--- config.mk ---
export PLATFORM = sky130hd
export DESIGN_NAME = rx_unstuff_shift
export DESIGN_NICKNAME = d
export VERILOG_FILES = /design/src/rtl/rx_unstuff_shift.sv
export SDC_FILE = /design/constraint.sdc
export NUM_CORES = 1
export LEC_CHECK = 0
export ABC_AREA = 1
export BUFFER_PORTS_ARGS = -buffer_cell sky130_fd_sc_hd__buf_2
export CAP_MARGIN = 20
export CORE_MARGIN = 3
export CORE_UTILIZATION = 45
export CTS_BUF_LIST = sky130_fd_sc_hd__clkbuf_4
export CTS_CLUSTER_DIAMETER = 60
export DETAILED_ROUTE_END_ITERATION = 6
export PLACE_DENSITY_LB_ADDON = 0.25
export SLEW_MARGIN = 20
export SYNTH_ARGS = -nofsm -noshare
export SYNTH_HDL_FRONTEND = slang
export SYNTH_SLANG_ARGS = --single-unit
--- constraint.sdc ---
create_clock -name clk -period 2.5 [get_ports clk]
set_input_delay 0.5 -clock clk [delete_from_list [all_inputs] [get_ports clk]]
set_output_delay 0.5 -clock clk [all_outputs]
set_load 0.005 [all_outputs]
--- src/rtl/rx_unstuff_shift.sv ---
// rx_unstuff_shift
//   Receive-side bit unstuffer and word assembler. Each shift_enable strobe
//   presents one NRZI-decoded bit. After STUFF_LEN consecutive 1s, the next
//   bit is a stuff bit and is discarded. It must be 0, and a 1 in that
//   position sets stuff_err. Data bits are assembled LSB-first into
//   DATA_W-bit words.
//
// Ports
//   clk          in   system clock, rising edge
//   rst          in   synchronous active-high reset
//   d_orig       in   decoded data bit, valid when shift_enable is high
//   shift_enable in   one-cycle bit sample strobe
//   eop          in   end-of-packet flag, qualified by shift_enable
//   clear        in   synchronous start-of-packet realign
//   rx_data      out  last completed word (bit 0 = first received)
//   byte_ready   out  one-cycle pulse when rx_data is updated
//   stuff_err    out  sticky: a 1 arrived in a stuff-bit position
//   align_err    out  sticky: eop arrived with a partial word pending
module rx_unstuff_shift #(
    parameter int unsigned STUFF_LEN = 6,
    parameter int unsigned DATA_W    = 8
) (
    input  logic              clk,
    input  logic              rst,
    input  logic              d_orig,
    input  logic              shift_enable,
    input  logic              eop,
    input  logic              clear,
    output logic [DATA_W-1:0] rx_data,
    output logic              byte_ready,
    output logic              stuff_err,
    output logic              align_err
);

    localparam int unsigned CNT_W  = (DATA_W > 1) ? $clog2(DATA_W) : 1;
    localparam int unsigned ONES_W = (STUFF_LEN > 0) ? $clog2(STUFF_LEN + 1) : 1;

    localparam logic [CNT_W-1:0]  LAST_BIT = CNT_W'(DATA_W - 1);
    localparam logic [ONES_W-1:0] ONES_MAX = ONES_W'(STUFF_LEN);

    logic [DATA_W-1:0] shift_reg;
    logic [DATA_W-1:0] shift_next;
    logic [CNT_W-1:0]  bit_cnt;
    logic [ONES_W-1:0] ones_cnt;

    // New bits enter at the MSB, so the first bit received ends up at bit 0.
    assign shift_next = {d_orig, shift_reg[DATA_W-1:1]};

    always_ff @(posedge clk) begin
        if (rst) begin
            shift_reg  <= '0;
            bit_cnt    <= '0;
            ones_cnt   <= '0;
            rx_data    <= '0;
            byte_ready <= 1'b0;
            stuff_err  <= 1'b0;
            align_err  <= 1'b0;
        end else begin
            byte_ready <= 1'b0;
            if (clear) begin
                // A strobe in the same cycle as clear is dropped.
                bit_cnt   <= '0;
                ones_cnt  <= '0;
                stuff_err <= 1'b0;
                align_err <= 1'b0;
            end else if (shift_enable && eop) begin
                if (bit_cnt != '0) begin
                    align_err <= 1'b1;
                end
                bit_cnt  <= '0;
                ones_cnt <= '0;
            end else if (shift_enable) begin
                if (ones_cnt == ONES_MAX) begin
                    // Stuff-bit slot: discard the bit and keep the word position.
                    ones_cnt <= '0;
                    if (d_orig) begin
                        stuff_err <= 1'b1;
                    end
                end else begin
                    shift_reg <= shift_next;
                    // The run of 1s is not reset at word boundaries.
                    ones_cnt  <= d_orig ? ones_cnt + ONES_W'(1) : '0;
                    if (bit_cnt == LAST_BIT) begin
                        bit_cnt    <= '0;
                        rx_data    <= shift_next;
                        byte_ready <= 1'b1;
                    end else begin
                        bit_cnt <= bit_cnt + CNT_W'(1);
                    end
                end
            end
        end
    end

endmodule
==> run_results.csv, run 1 <==
group,metric,value,unit
grt,grt-ovfl-total,0,
synth,ys.flop_type,"dfxtp_1",
synth,yosysMostFrequentCell,"nor2_1",
route,vias,831,
power_and_ir_drop,peakVddDrop,390.4,uV
power_and_ir_drop,total_power,0.0007134,W
route,dr.pass1.iters,4,
finish,n_fill_cell,198,
cts,cts_sinks,24,
sta,relSlewSlack,73.94,%
power_and_ir_drop,power_density,622.5,nW/um^2
die,core-area,2022,sq um
sta,grt_setup_unrepaired,"false",
worst_setup_path,crit_path_max_fanout,9,
synth,syn_inst,128,
sta,finClkSkew,0.002184,ns
synth,synth_edf_count,0,
sta,fin_crit_sh,63.69,%
die,fp.dieArea,2798,sq um
worst_setup_path,cp-end-kind,"register",
route,wirelength,1798,um
synth,synth_commonest_cells,"nor2_1, dfxtp_1, nand2_1, a21oi_1, inv_1",
cts,post_cts_resized,0,
sta,slew_violations,0,
cts,clk_path_buf_depth,2,
worst_setup_path,critPathLaunchType,"register",
synth,async_flop_share,0,%
worst_setup_path,r2r_setup_slack,0.91,ns
cts,numCtsBuffers,3,
synth,syn_avg_cell_area,7.732,sq um
min_path,hold_class,"input port to register",
route,drc,0,
power_and_ir_drop,power_leakage,0.5136,nW
worst_setup_path,setup.worst_path.class,"register to register",
finish,drive_gt1_share,17.81,%
route,vias_per_cell,4.803,
synth,yosysSeqAreaShare,48.55,%
cts,h-tree-depth,1,
die,fp-row-count,16,
sta,fin_setup_tns,0,ns
cts,cts-root-buf,"clkbuf_4",
die,start_util,48.95,%
sta,setup_slack,0.9077,ns
synth,yosys.cell_types.count,17,
route,first_iter_violations,13,
finish,utilization,56.68,%
sta,setup_viol,0,
sta,period_needed,1.592,ns
grt,grt_use_total,16.04,%
die,die_h,52.90,um
placed_design,dp_slack,0.9424,ns
synth,syn_area,989.7,sq um
cts,cts_tree,"built",
grt,grt_start_max_net_pins,15,
worst_setup_path,arrival,1.82,ns
sta,hold_viol,0,
finish,largest_register_ffs,8,
synth,synth_top_area_share,48.55,%
grt,antenna_found_initial,0,
sta,timing.fmax,628.0,MHz
placed_design,io_buffers,16,
worst_setup_path,crit_required,2.72,ns
cts,cts_hold_buf,0,
synth,syn-num-nets,139,
synth,ys_ff_latch,24,
route,wl_per_cell,10.39,um
finish,layout.nets,158,
synth,synth_area_leader_cell,"dfxtp_1",
status,run_status,"finished, final reports clean",
synth,synth.area.top_cells,"dfxtp_1, nor2_1, nand2_1",
grt,first_global_vias,813,
grt,grt_first_pass_wirelength,3277,um
placed_design,place.gp.congestion,0.8224,
placed_design,dp_hpwl,1338,um
die,dieWidth,52.90,um
run,max-cap-violations,0,
synth,yosys_warnings,0,
finish,diodes,0,
sta,worst_pin_slew,0.3897,ns
cts,cts_setup_buffers,0,
finish,area_growth,15.80,%
cts,path_clk_slew,0.13,ns
route,drtAntennaViolNets,0,
die,io_pins,17,
cts,clkLatencyLatePin,0.31,ns
==> power breakdown <==
part,internal (W),leakage [nW],switching (W)
logic,0.0000134,0.291,0.0000278
registers,0.000389,0.194,0.00000438
clock network,0.000162,0.0279,0.000117
==> metal layers <==
metal,wire [um],share of wire (%),track usage (%),up-vias
li1,-,-,-,443
met1,855,48,19.37,365
met2,804,45,26.24,18
met3,97,5.4,3.380,5
met4,40,2.2,8.936,0
met5,0,0,0,-
==> critical path: stages, from the launching register on <==
cell and delay [ns]:
dfxtp_1 0.35, inv_1 0.07, ha_1 0.19, nand2_1 0.18, nand4_1 0.37, o21ai_0 0.28
nor2_1 0.05
==> path summary, 6_finish.rpt <==
| kind | start | end | depth (start not counted) |
|---|---|---|---|
| min reg2reg | rx_data[7] | rx_data[7] | 2 |
| max reg2reg | ones_cnt[0] | rx_data[0] | 6 |
| min | rst | shift_reg[7] | 2 |
| max | ones_cnt[0] | rx_data[0] | 6 |
==> layout make-up <==
class	count	area (sq um)	share of cell area, %
clock buffers	3	22.52	1.965
clock inverters	1	30.03	2.620
inverters	13	51.30	4.476
multi-input cells	89	447.9	39.08
flip-flops and latches	24	480.5	41.92
well taps	27	33.78	2.948
repair buffers	16	80.08	6.987
==> cells in the final DEF, fill, tap and decap left out <==
cell type,count
nor2_1,27
nand2_1,24
dfxtp_1,24
buf_2,16
a21oi_1,13
inv_1,12
o21ai_0,9
ha_1,5
clkbuf_4,3
nand3_1,2
nand2_2,2
nor2_4,2
o211ai_1,1
nand4_1,1
a31oi_1,1
o21bai_1,1
nand2_4,1
inv_4,1
bufinv_16,1
==> stage by stage <==
step	hold WS (ns)	instances	area, sq um
floorplan	0.4360	128	989.7
global placement	0.4396	169	1094
detailed placement	0.4525	169	1094
CTS	0.4109	173	1146
global route	0.4322	173	1146
finish	0.4221	173	1146
==> cells by family (layout without fill, tap and decap cells) <==
family                     count (synthesis)  in the layout  share of synthesized area (%)
adders and majority gates                  5              5                          6.321
and+or+nand+nor                           59             59                          25.66
buffers and inverters                     15             33                          6.195
DFF                                       24             24                          48.55
AOI/OAI and AO/OA                         25             25                          13.27
No activity file was read; power rests on OpenSTA's default activity.
==> run 2, diff against run 1 <==
==> constraint.sdc (replaced) <==
create_clock -name clk -period 1.5 [get_ports clk]
set_input_delay 0.3 -clock clk [delete_from_list [all_inputs] [get_ports clk]]
set_output_delay 0.3 -clock clk [all_outputs]
set_load 0.005 [all_outputs]
==> run_results.csv, run 2 (synthesis results as in run 1) <==
group,metric,value,unit
status,run_status,"finished, final reports clean",
worst_setup_path,crit_path_max_fanout,8,
grt,grt_start_max_net_pins,15,
die,fp-row-count,16,
die,dieWidth,52.90,um
finish,largest_register_ffs,8,
placed_design,io_buffers,16,
sta,relSlewSlack,80.29,%
cts,numCtsBuffers,3,
finish,final_cell_mix,"nor2_1, dfxtp_1, nand2_1, buf_2, a21oi_1",
finish,final_common_cell,"nor2_1",
finish,multi_input_comb_area,455.4,sq um
worst_setup_path,arrival,1.65,ns
placed_design,place.detailed.instances,170,
cts,clkLatencyLatePin,0.32,ns
sta,worst_pin_slew,0.2953,ns
finish,fin_cells,174,
cts,cts_hold_buf,0,
finish,n_fill_cell,204,
sta,timing.fmax,720.3,MHz
power_and_ir_drop,peakVddDrop,842.5,uV
placed_design,dp_slack,0.09190,ns
worst_setup_path,setup.worst_path.class,"register to register",
sta,fin_crit_sh,92.55,%
die,die_h,52.90,um
grt,first_global_vias,773,
sta,hold_viol,0,
cts,cts_tree,"built",
grt,grt_use_total,15.44,%
sta,fin_setup_tns,0,ns
worst_setup_path,crit_start,"bit_cnt[0]",
finish,diodes,0,
route,wirelength,1760,um
power_and_ir_drop,power_density,1022,nW/um^2
worst_setup_path,crit_required,1.76,ns
worst_setup_path,crit-reg2reg-launch,"bit_cnt[0]",
route,dr.pass1.iters,2,
die,io_pins,17,
cts,cts-root-buf,"clkbuf_4",
finish,layout.nets,159,
route,vias,843,
die,core-area,2022,sq um
route,wl_per_cell,10.11,um
die,fp.dieArea,2798,sq um
sta,period_needed,1.388,ns
worst_setup_path,critPathLaunchType,"register",
grt,antenna_found_initial,0,
grt,grt-ovfl-total,0,
route,drtAntennaViolNets,0,
power_and_ir_drop,power_leakage,0.5184,nW
finish,seqCellArea,480.5,sq um
grt,grt_first_pass_wirelength,3167,um
sta,setup_viol,0,
cts,cts_sinks,24,
cts,clk_path_buf_depth,2,
finish,drive_gt1_share,19.73,%
worst_setup_path,cp-end-kind,"register",
sta,slew_violations,0,
sta,finClkSkew,0.007453,ns
sta,setup_slack,0.1118,ns
finish,area_growth,17.32,%
min_path,min_from,"rst",
die,start_util,48.95,%
placed_design,dp_hpwl,1293,um
route,first_iter_violations,12,
cts,path_clk_slew,0.13,ns
cts,h-tree-depth,1,
route,vias_per_cell,4.845,
sta,whs,0.2235,ns
run,max-cap-violations,0,
placed_design,place.gp.congestion,0.8759,
min_path,hold_class,"input port to register",
route,drc,0,
run 2: layout make-up:
| cell class | instances | area share (%) |
|---|---|---|
| flip-flops and latches | 24 | 41.38 |
| multi-input cells | 89 | 39.22 |
| clock buffers | 3 | 1.940 |
| well taps | 27 | 2.909 |
| inverters | 13 | 4.418 |
| repair buffers | 17 | 7.543 |
| clock inverters | 1 | 2.586 |
run 2: power by group:
part	switching, W	internal [W]
Clock	0.000192	0.000270
Combinational	0.0000463	0.0000223
Sequential	0.00000753	0.000648
Total	0.000246	0.000941
run 2: path summary, 6_finish.rpt:
| check | to | slack (ns) | cells past startpoint |
|---|---|---|---|
| min | shift_reg[1] | 0.22 | 2 |
| max reg2reg | rx_data[7] | 0.11 | 6 |
| max | rx_data[7] | 0.11 | 6 |
| min reg2reg | align_err | 0.46 | 2 |
run 2: what timing repair did:
action / CTS / global route
resized for setup: 0 / 2
setup buffers: 0 / 0
endpoints found under the setup margin: 0 / 6
endpoints found under the hold margin: 0 / 0
run 2: worst max-delay path: stages (launching register included):
cell	delay [ns]
dfxtp_1	0.40
ha_1	0.17
ha_1	0.22
nand3_2	0.12
nor2_4	0.22
nand2_1	0.08
a21oi_1	0.13
run 2: through the flow:
step	area, sq um	utilization [%]	total power (W)
after floorplan	989.7	-	0.0007174
after global placement	1101	54.46	0.0007371
after detailed placement	1101	54.46	0.0007379
after CTS	1154	57.05	0.001197
after global routing	1161	57.43	0.001230
final	1161	57.43	0.001187
run 2: routing by layer:
layer  wire length (um)  track usage, %  part of all wire, %
met1                865           19.51                   49
met4                 27           8.936                  1.5
met5                  0               0                    0
met2                792           24.38                   45
met3                 74           2.817                  4.2
